`config.mk`:
```
export PLATFORM = sky130hd
export DESIGN_NAME = lfsr_seq_ctrl
export DESIGN_NICKNAME = d
export VERILOG_FILES = /design/src/rtl/lfsr_pkg.sv /design/src/rtl/lfsr_seq_decode.sv /design/src/rtl/lfsr_seq_ctrl.sv
export SDC_FILE = /design/constraint.sdc
export NUM_CORES = 1
export LEC_CHECK = 0
export CORE_UTILIZATION = 52
export CTS_BUF_LIST = sky130_fd_sc_hd__clkbuf_8
export CTS_CLUSTER_DIAMETER = 150
export DETAILED_ROUTE_END_ITERATION = 12
export PLACE_DENSITY_LB_ADDON = 0.08
export SLEW_MARGIN = 20
export SYNTH_ARGS = -nofsm -noshare
export SYNTH_HDL_FRONTEND = slang
export SYNTH_SLANG_ARGS = --single-unit
```
`constraint.sdc`:
```
create_clock -name clk -period 2.3 [get_ports clk]
set_clock_uncertainty 0.15 [all_clocks]
set_input_delay 0.23 -clock clk [delete_from_list [all_inputs] [get_ports clk]]
set_output_delay 0.23 -clock clk [all_outputs]
set_load 0.005 [all_outputs]
```
`src/rtl/lfsr_pkg.sv`:
```
// Shared definitions for the LFSR pattern-generator sequencer: opcodes,
// FSM state encoding, memory write-source selects and instruction layout.
package lfsr_pkg;

  localparam logic [5:0] OP_CFG_TAP   = 6'h01;
  localparam logic [5:0] OP_INIT_L    = 6'h02;
  localparam logic [5:0] OP_RUN_L     = 6'h03;
  localparam logic [5:0] OP_STORE     = 6'h04;
  localparam logic [5:0] OP_LOAD      = 6'h05;
  localparam logic [5:0] OP_INIT_ADDR = 6'h06;
  localparam logic [5:0] OP_ADD_ADDR  = 6'h07;
  localparam logic [5:0] OP_STORE_HD  = 6'h09;
  localparam logic [5:0] OP_STORE_AVG = 6'h0A;
  localparam logic [5:0] OP_HALT      = 6'h3F;

  localparam logic [1:0] SEL_Q   = 2'd0;
  localparam logic [1:0] SEL_HD  = 2'd1;
  localparam logic [1:0] SEL_AVG = 2'd2;

  typedef enum logic [2:0] {
    ST_IDLE  = 3'd0,
    ST_FETCH = 3'd1,
    ST_EXEC  = 3'd2,
    ST_RUN   = 3'd3,
    ST_MEM   = 3'd4,
    ST_HALT  = 3'd5
  } ctrl_state_t;

  typedef struct packed {
    logic [5:0] opcode;
    logic       shamt;
    logic [6:0] funct;
  } instr_t;

  // Control vector produced by the decoder for the instruction held in IR.
  typedef struct packed {
    logic       tap_we;
    logic       seed_we;
    logic       run;
    logic       set_addr;
    logic       add_addr;
    logic       mem;
    logic       mem_we;
    logic [1:0] mem_sel;
    logic       halt;
  } ctrl_t;

endpackage

```
`src/rtl/lfsr_seq_decode.sv`:
```
// Combinational decoder: turns the instruction register into a control vector.
module lfsr_seq_decode
  import lfsr_pkg::*;
(
  input  instr_t ir,
  output ctrl_t  ctrl
);

  always_comb begin
    ctrl = '0;
    unique case (ir.opcode)
      OP_CFG_TAP:   ctrl.tap_we   = ~ir.shamt;
      OP_INIT_L:    ctrl.seed_we  = 1'b1;
      OP_RUN_L:     ctrl.run      = 1'b1;
      OP_INIT_ADDR: ctrl.set_addr = 1'b1;
      OP_ADD_ADDR:  ctrl.add_addr = 1'b1;
      OP_STORE: begin
        ctrl.mem     = 1'b1;
        ctrl.mem_we  = 1'b1;
        ctrl.mem_sel = SEL_Q;
      end
      OP_LOAD:      ctrl.mem      = 1'b1;
      OP_STORE_HD: begin
        ctrl.mem     = 1'b1;
        ctrl.mem_we  = 1'b1;
        ctrl.mem_sel = SEL_HD;
      end
      OP_STORE_AVG: begin
        ctrl.mem     = 1'b1;
        ctrl.mem_we  = 1'b1;
        ctrl.mem_sel = SEL_AVG;
      end
      OP_HALT:      ctrl.halt     = 1'b1;
      default:      ctrl          = '0;
    endcase
  end

endmodule

```
`src/rtl/lfsr_seq_ctrl.sv`:
```
// Instruction sequencer for the LFSR pattern generator: fetch/exec FSM, counted
// run_L stepping, pattern-memory address register and req/ack memory handshake.
module lfsr_seq_ctrl
  import lfsr_pkg::*;
#(
  parameter int PC_W    = 8,
  parameter int INSTR_W = 14,
  parameter int RUNS_W  = 5
) (
  input  logic               clk,
  input  logic               rst,
  input  logic               start,
  output logic [PC_W-1:0]    instr_addr,
  input  logic [INSTR_W-1:0] instr_data,
  output logic               tap_we,
  output logic [6:0]         tap_val,
  output logic               seed_we,
  output logic [7:0]         seed_val,
  output logic               step,
  output logic               mem_req,
  output logic               mem_we,
  output logic [1:0]         mem_sel,
  output logic [7:0]         mem_addr,
  input  logic               mem_ack,
  output logic [RUNS_W-1:0]  run_count,
  output logic               busy,
  output logic               halted,
  output ctrl_state_t        dbg_state
);

  // Memory handshake: mem_req rises on entry to MEM and stays high, with
  // mem_we/mem_sel/mem_addr stable, up to and including the cycle mem_ack is
  // sampled high; mem_ack seen in any other state has no effect.

  ctrl_state_t       state_q, state_d;
  logic [PC_W-1:0]   pc_q, pc_d;
  instr_t            ir_q, ir_d;
  logic [7:0]        r_addr_q, r_addr_d;
  logic [RUNS_W-1:0] runs_q, runs_d;
  logic [7:0]        cnt_q, cnt_d;
  logic              mem_we_q, mem_we_d;
  logic [1:0]        mem_sel_q, mem_sel_d;

  ctrl_t      ctrl;
  logic [7:0] imm8;

  lfsr_seq_decode u_decode (
    .ir   (ir_q),
    .ctrl (ctrl)
  );

  assign imm8 = {ir_q.shamt, ir_q.funct};

  always_comb begin
    state_d   = state_q;
    pc_d      = pc_q;
    ir_d      = ir_q;
    r_addr_d  = r_addr_q;
    runs_d    = runs_q;
    cnt_d     = cnt_q;
    mem_we_d  = mem_we_q;
    mem_sel_d = mem_sel_q;
    unique case (state_q)
      ST_IDLE, ST_HALT: begin
        if (start) begin
          pc_d    = '0;
          state_d = ST_FETCH;
        end
      end
      ST_FETCH: begin
        ir_d    = instr_t'(instr_data);
        state_d = ST_EXEC;
      end
      ST_EXEC: begin
        state_d = ST_FETCH;
        pc_d    = pc_q + PC_W'(1);
        if (ctrl.set_addr) r_addr_d = imm8;
        if (ctrl.add_addr) r_addr_d = r_addr_q + imm8;
        if (ctrl.run) begin
          runs_d = runs_q + RUNS_W'(1);
          // run_L 0 behaves as a plain two-cycle instruction.
          if (imm8 != 8'd0) begin
            cnt_d   = imm8;
            pc_d    = pc_q;
            state_d = ST_RUN;
          end
        end
        if (ctrl.mem) begin
          mem_we_d  = ctrl.mem_we;
          mem_sel_d = ctrl.mem_sel;
          pc_d      = pc_q;
          state_d   = ST_MEM;
        end
        if (ctrl.halt) begin
          pc_d    = pc_q;
          state_d = ST_HALT;
        end
      end
      ST_RUN: begin
        cnt_d = cnt_q - 8'd1;
        if (cnt_q <= 8'd1) begin
          pc_d    = pc_q + PC_W'(1);
          state_d = ST_FETCH;
        end
      end
      ST_MEM: begin
        if (mem_ack) begin
          pc_d    = pc_q + PC_W'(1);
          state_d = ST_FETCH;
        end
      end
      default: state_d = ST_IDLE;
    endcase
  end

  always_ff @(posedge clk or posedge rst) begin
    if (rst) begin
      state_q   <= ST_IDLE;
      pc_q      <= '0;
      ir_q      <= '0;
      r_addr_q  <= '0;
      runs_q    <= '0;
      cnt_q     <= '0;
      mem_we_q  <= 1'b0;
      mem_sel_q <= SEL_Q;
    end else begin
      state_q   <= state_d;
      pc_q      <= pc_d;
      ir_q      <= ir_d;
      r_addr_q  <= r_addr_d;
      runs_q    <= runs_d;
      cnt_q     <= cnt_d;
      mem_we_q  <= mem_we_d;
      mem_sel_q <= mem_sel_d;
    end
  end

  // All outputs are flop values gated only by the current state, so an async
  // reset drops them without waiting for a clock edge.
  assign instr_addr = pc_q;
  assign tap_we     = (state_q == ST_EXEC) && ctrl.tap_we;
  assign tap_val    = ir_q.funct;
  assign seed_we    = (state_q == ST_EXEC) && ctrl.seed_we;
  assign seed_val   = imm8;
  assign step       = (state_q == ST_RUN);
  assign mem_req    = (state_q == ST_MEM);
  assign mem_we     = mem_req && mem_we_q;
  assign mem_sel    = (mem_req && mem_we_q) ? mem_sel_q : SEL_Q;
  assign mem_addr   = r_addr_q;
  assign run_count  = runs_q;
  assign busy       = (state_q != ST_IDLE) && (state_q != ST_HALT);
  assign halted     = (state_q == ST_HALT);
  assign dbg_state  = state_q;

endmodule

```
==> flow_metrics.tcl, run 1 <==
set metrics [dict create \
    grt_pass1_wl_um 11200 \
    cts_max_path_buffers 2 \
    slowest_delay_ps 510 \
    dieArea_um2 5880 \
    syn_to_final_growth_pct 31.5 \
    cts.sinks 49 \
    worstPathMaxFanout 8 \
    hpwl_um 4860 \
    synth_fp_nets 328 \
    hold_path_class "primary input to async pin" \
    drt_first_pass_iters 4 \
    leakage_uw 0.00164 \
    final_util_pct 72.9 \
    reg2reg_from "dbg_state[0]" \
    synth_cells 298 \
    path_buf_inv 1 \
    io_pins 66 \
    r2r_end "instr_addr[6]" \
    use_met1_pct 31.6 \
    start_util_pct 55.4 \
    grt-busiest-layer "met2" \
    vias 2501 \
    synthMostInstantiatedCell "dfrtp_1" \
    hold_viol 0 \
    cp.required_ps 1920 \
    ys_seq_area_share_pct 42.3 \
    ctsHoldBuffers 0 \
    cts_buffers 5 \
    p_total_uw 4700 \
    max_cap_viol_count 0 \
    overflow 0 \
    yosys.cell_types.count 60 \
    setup_viol 0 \
    drtAntennaViolNets 0 \
    ys_ff_latch 49 \
    path_clk_slew_ps 90 \
    cp_cell_sequence "nor3b_2 -> nand3b_1 -> nor2_1 -> clkdlybuf4s50_1" \
    ys_top_cells_by_count "dfrtp_1, nand2_1, o21ai_0" \
    ys_warn_count 0 \
    grt_antenna_before_repair 0 \
    track_usage_pct 23.7 \
    dr.first_iter.drc_count 171 \
    routabilityCongestion 0.826 \
    placementRows 26 \
    outcome "completed" \
    critPathSlowestCell "clkdlybuf4s50_1" \
    synthArstFlopShare_pct 100 \
    clk_latency_ps 300 \
    r2r_cells 7 \
    synth_top_area_share_pct 42.3 \
    ys.flop_type "dfrtp_1" \
    cp-start-kind "flop" \
    drv_slew 0 \
    nets 402 \
    die_width_um 76.7 \
    synth_edf_count 0 \
    wl_per_cell_um 14.9 \
    synth_area_leaders "dfrtp_1, mux2_2, ha_1" \
    htree_num_levels 2 \
    final_cells 443 \
    power_density_nw_per_um2 1230 \
    vdd_drop_max_mv 0.680 \
    grt_max_degree 31 \
    fin_crit_ps 2230 \
    vias_per_cell 5.65 \
    num_antenna_cells 0 \
    dieHeight_um 76.7 \
    io_buffers 65 \
    root_buffer "clkbuf_8" \
    crit_type "flop to output pin" \
    synth_top_area_cell "dfrtp_1" \
    place_inst 430 \
    drt_wl_total_um 6590 \
    tightest_slew_ps 545 \
    end_kind "output pin" \
    core_um2 5240 \
    critPathTopFamily "simple AND/OR/NAND/NOR gates" \
    cts_tree "built" \
    grt_use_met3_pct 4.29 \
    fin_crit_sh_pct 96.9 \
    fmax_mhz 449 \
    netlist_area_um2 2900 \
    worst_ep_arrival_time_ps 1850 \
    drc 0 \
    synth.avg_cell_area_um2 9.74 \
    slew_headroom_pct 63.2 \
    grt_pass1_vias 2376 \
    r2r_slack_ps 100 \
    grt_use_met2_pct 40.1 \
    drive_gt1_share_pct 19.0 \
]
## how the worst max path moves through the flow
stage          depth (start not counted)             to          from
4_1_cts                                4         tap_we  dbg_state[0]
2_1_floorplan                          9    mem_addr[6]    tap_val[0]
6_report                               4        seed_we  dbg_state[0]
3_5_place_dp                           7  instr_addr[6]         start
3_3_place_gp                           7  instr_addr[6]         start
5_1_grt                                7  instr_addr[6]  dbg_state[0]
## layer usage
metal / vias to the layer above / part of all wire (%)
met3: 6 / 4.9
li1: 1217 / -
met2: 68 / 48
met4: 0 / 0.73
met1: 1210 / 46
met5: - / 0
## per-stage QoR
step                area, um^2  TNS, ps  hold slack, ps  worst slack [ps]
detailed placement        3650        0             316              19.0
global placement          3650        0             310              50.0
floorplan                 2900        0             162               221
global route              3820    -9.19             129             -9.19
finish                    3820        0            97.3              71.2
CTS                       3750        0             114              8.56
## where the power goes
part           internal [uW]  total, uW  switching (uW)
clock network            207        498             291
logic                   1430       2630            1200
registers               1180       1570             387
total                   2820       4700            1880
## worst register-to-register path: stages, from the launching register on
cell      delay (ps)
dfrtp_2          470
buf_4            170
mux2i_1          130
a211o_1          320
o211ai_2         100
nand3_4          130
or4_1            510
a21boi_1         150
## logic make-up (layout without fill, tap and decap cells)
logic type | after synthesis | count (layout) | synth area share, %
XOR/XNOR | 9 | 9 | 2.72
buffers and inverters | 35 | 110 | 7.07
multiplexers | 18 | 18 | 6.86
AO/OA/AOI/OAI | 66 | 66 | 14.7
flip-flops | 49 | 49 | 42.3
AND/OR/NAND/NOR | 109 | 109 | 21.0
adder cells (fa/ha/maj) | 12 | 12 | 5.43
## cell usage in the layout (no fill, tap or decap), types with 4 or more instances in the layout
cell             count
nor2b_1              5
inv_1                9
nand2b_1             7
nand3_1             11
a21oi_1              7
dfrtp_2              5
clkdlybuf4s50_1     64
nor3_1               7
clkbuf_8             5
nand2_1             27
xnor2_1              6
nor4_1               4
o21ai_0             24
nor2_1              12
o31ai_1              4
o22ai_1              4
mux2_2              15
dfrtp_1             44
ha_1                11
buf_4               25
and3_1               4
## final cells by class
cell class                      count  area (um^2)
Timing Repair Buffer               91          861
Clock inverter                      3         13.8
Multi-Input combinational cell    214         1510
Fill cell                         418         1420
Inverter                           11         41.3
Clock buffer                        5         68.8
Tap cell                           70         87.6
Sequential cell                    49         1230
## sequential cells by signal, summed over array words and instances, names as in the netlist
signal      cells
mem_sel_q       2
run_count       5
dbg_state       3
seed_val        1
cnt_q           8
ir_q            6
tap_val         7
mem_addr        8
instr_addr      8
mem_we_q        1
## what timing repair did
item	in CTS	in global routing
pin swaps	0	3
endpoints found under the setup margin	7	10
gates resized for setup	5	10
setup buffers	1	4
No activity file was read; power rests on OpenSTA's default activity.
==> run 2: changes to the inputs <==
Settings changed: CTS_CLUSTER_SIZE set to 10, RECOVER_POWER set to 25.
==> flow_metrics.tcl, run 2 (same netlist as run 1, synthesis figures left out) <==
set metrics [dict create \
    start_util_pct 55.4 \
    dieArea_um2 5880 \
    die_width_um 76.7 \
    drc 0 \
    root_buffer "clkbuf_8" \
    startpoint "dbg_state[0]" \
    cts_max_path_buffers 2 \
    drv_slew 0 \
    htree_num_levels 2 \
    cp-endpoint "seed_we" \
    io_pins 66 \
    max_cap_viol_count 0 \
    core_um2 5240 \
    cts_buffers 5 \
    r2r_end "instr_addr[6]" \
    vdd_drop_max_mv 0.681 \
    routabilityCongestion 0.826 \
    num_antenna_cells 0 \
    worstHoldStart "instr_data[1]" \
    path_buf_inv 1 \
    critPathTopFamily "simple AND/OR/NAND/NOR gates" \
    dr.first_iter.drc_count 164 \
    worst_ep_arrival_time_ps 1830 \
    final_util_pct 72.6 \
    cts_tree "built" \
    dieHeight_um 76.7 \
    outcome "completed" \
    fin_crit_ps 2210 \
    syn_to_final_growth_pct 31.0 \
    end_kind "output pin" \
    grt_max_degree 31 \
    placementRows 26 \
    path_clk_slew_ps 90 \
    fmax_mhz 452 \
    final_cell_mix "clkdlybuf4s50_1, dfrtp_1, nand2_1" \
    wl_per_cell_um 14.8 \
    slew_headroom_pct 48.8 \
    grt_antenna_before_repair 0 \
    r2r_cells 7 \
    r2r_slack_ps 100 \
    fin_crit_sh_pct 96.3 \
    drive_gt1_share_pct 18.8 \
    final_common_cell "clkdlybuf4s50_1" \
    crit_type "flop to output pin" \
    vias 2500 \
    slowest_delay_ps 510 \
    cp.depth 4 \
    reg2reg_from "dbg_state[0]" \
    cts.sinks 49 \
    setup_viol 0 \
    finalSetupTns_ps 0 \
    io_buffers 65 \
    hold_path_class "primary input to flop" \
    leakage_uw 0.00163 \
    power_density_nw_per_um2 1240 \
    vias_per_cell 5.64 \
    cp-start-kind "flop" \
    hold_viol 0 \
    drt_wl_total_um 6550 \
    cp.required_ps 1920 \
    drt_first_pass_iters 4 \
    hpwl_um 4860 \
    worstPathMaxFanout 8 \
    track_usage_pct 23.7 \
    critPathSlowestCell "clkdlybuf4s50_1" \
    grt_pass1_vias 2376 \
    nets 402 \
    clk_latency_ps 300 \
    cp_cell_sequence "nor3b_2 -> nand3b_1 -> nor2_1 -> clkdlybuf4s50_1" \
    drtAntennaViolNets 0 \
    tightest_slew_ps 768 \
    overflow 0 \
    grt_pass1_wl_um 11200 \
]
run 2: cell types whose count changed in the layout (fill, tap and decap cells not counted), sizes merged:
cell / change
buf: -1
clkbuf: +1
clkdlybuf4s50: -1
dlygate4sd3: +1
run 2: worst min-delay path by stage:
stage                    endpoint  slack, ps  cells past startpoint
floorplan           instr_addr[2]        160                      1
global placement     run_count[4]        310                      1
detailed placement   run_count[4]        320                      1
CTS                      cnt_q[2]        110                      2
global route           tap_val[1]        370                      3
finish                 tap_val[1]        330                      3
run 2: worst min-delay path, stage by stage:
cell and delay (ps):
clkdlybuf4s50_1 400, nand2_1 50, o21ai_0 60
run 2: routing by layer:
layer	global-route usage, %	vias to the layer above	part of all wire [%]	wire [um]
met4	5.19	0	0.93	61
met2	40.1	60	48	3170
met1	31.6	1213	46	3020
met3	4.29	8	4.6	300
li1	-	1219	-	-
met5	0	-	0	0
run 2: repair_timing:
item	4_1_cts	5_1_grt
buffers inserted	1	4
pin swaps	0	3
resized for setup	5	10
setup endpoints to repair	7	10
hold buffers	0	0
run 2: metrics by stage:
stage          cell area [um^2]  std cells  worst slack [ps]  hold slack, ps  total power (uW)
2_1_floorplan              2900        298               221             162              3150
3_5_place_dp               3650        430              19.0             316              4080
6_report                   3800        443              85.8             327              4700
5_1_grt                    3800        443             -9.19             372              5050
4_1_cts                    3750        439              8.56             114              4610
3_3_place_gp               3650        430              50.0             310              4000
run 2: area by class of cell:
class / count / area, um^2
repair buffers: 91 / 846
inverters: 11 / 41.3
fillers: 420 / 1440
clock inverters: 3 / 13.8
well taps: 70 / 87.6
clock buffers: 5 / 68.8
flip-flops and latches: 49 / 1230
multi-input cells: 214 / 1510
run 2: report_power, final:
part / switching, uW / internal (uW)
logic: 1200 / 1430
clock network: 291 / 207
registers: 388 / 1180
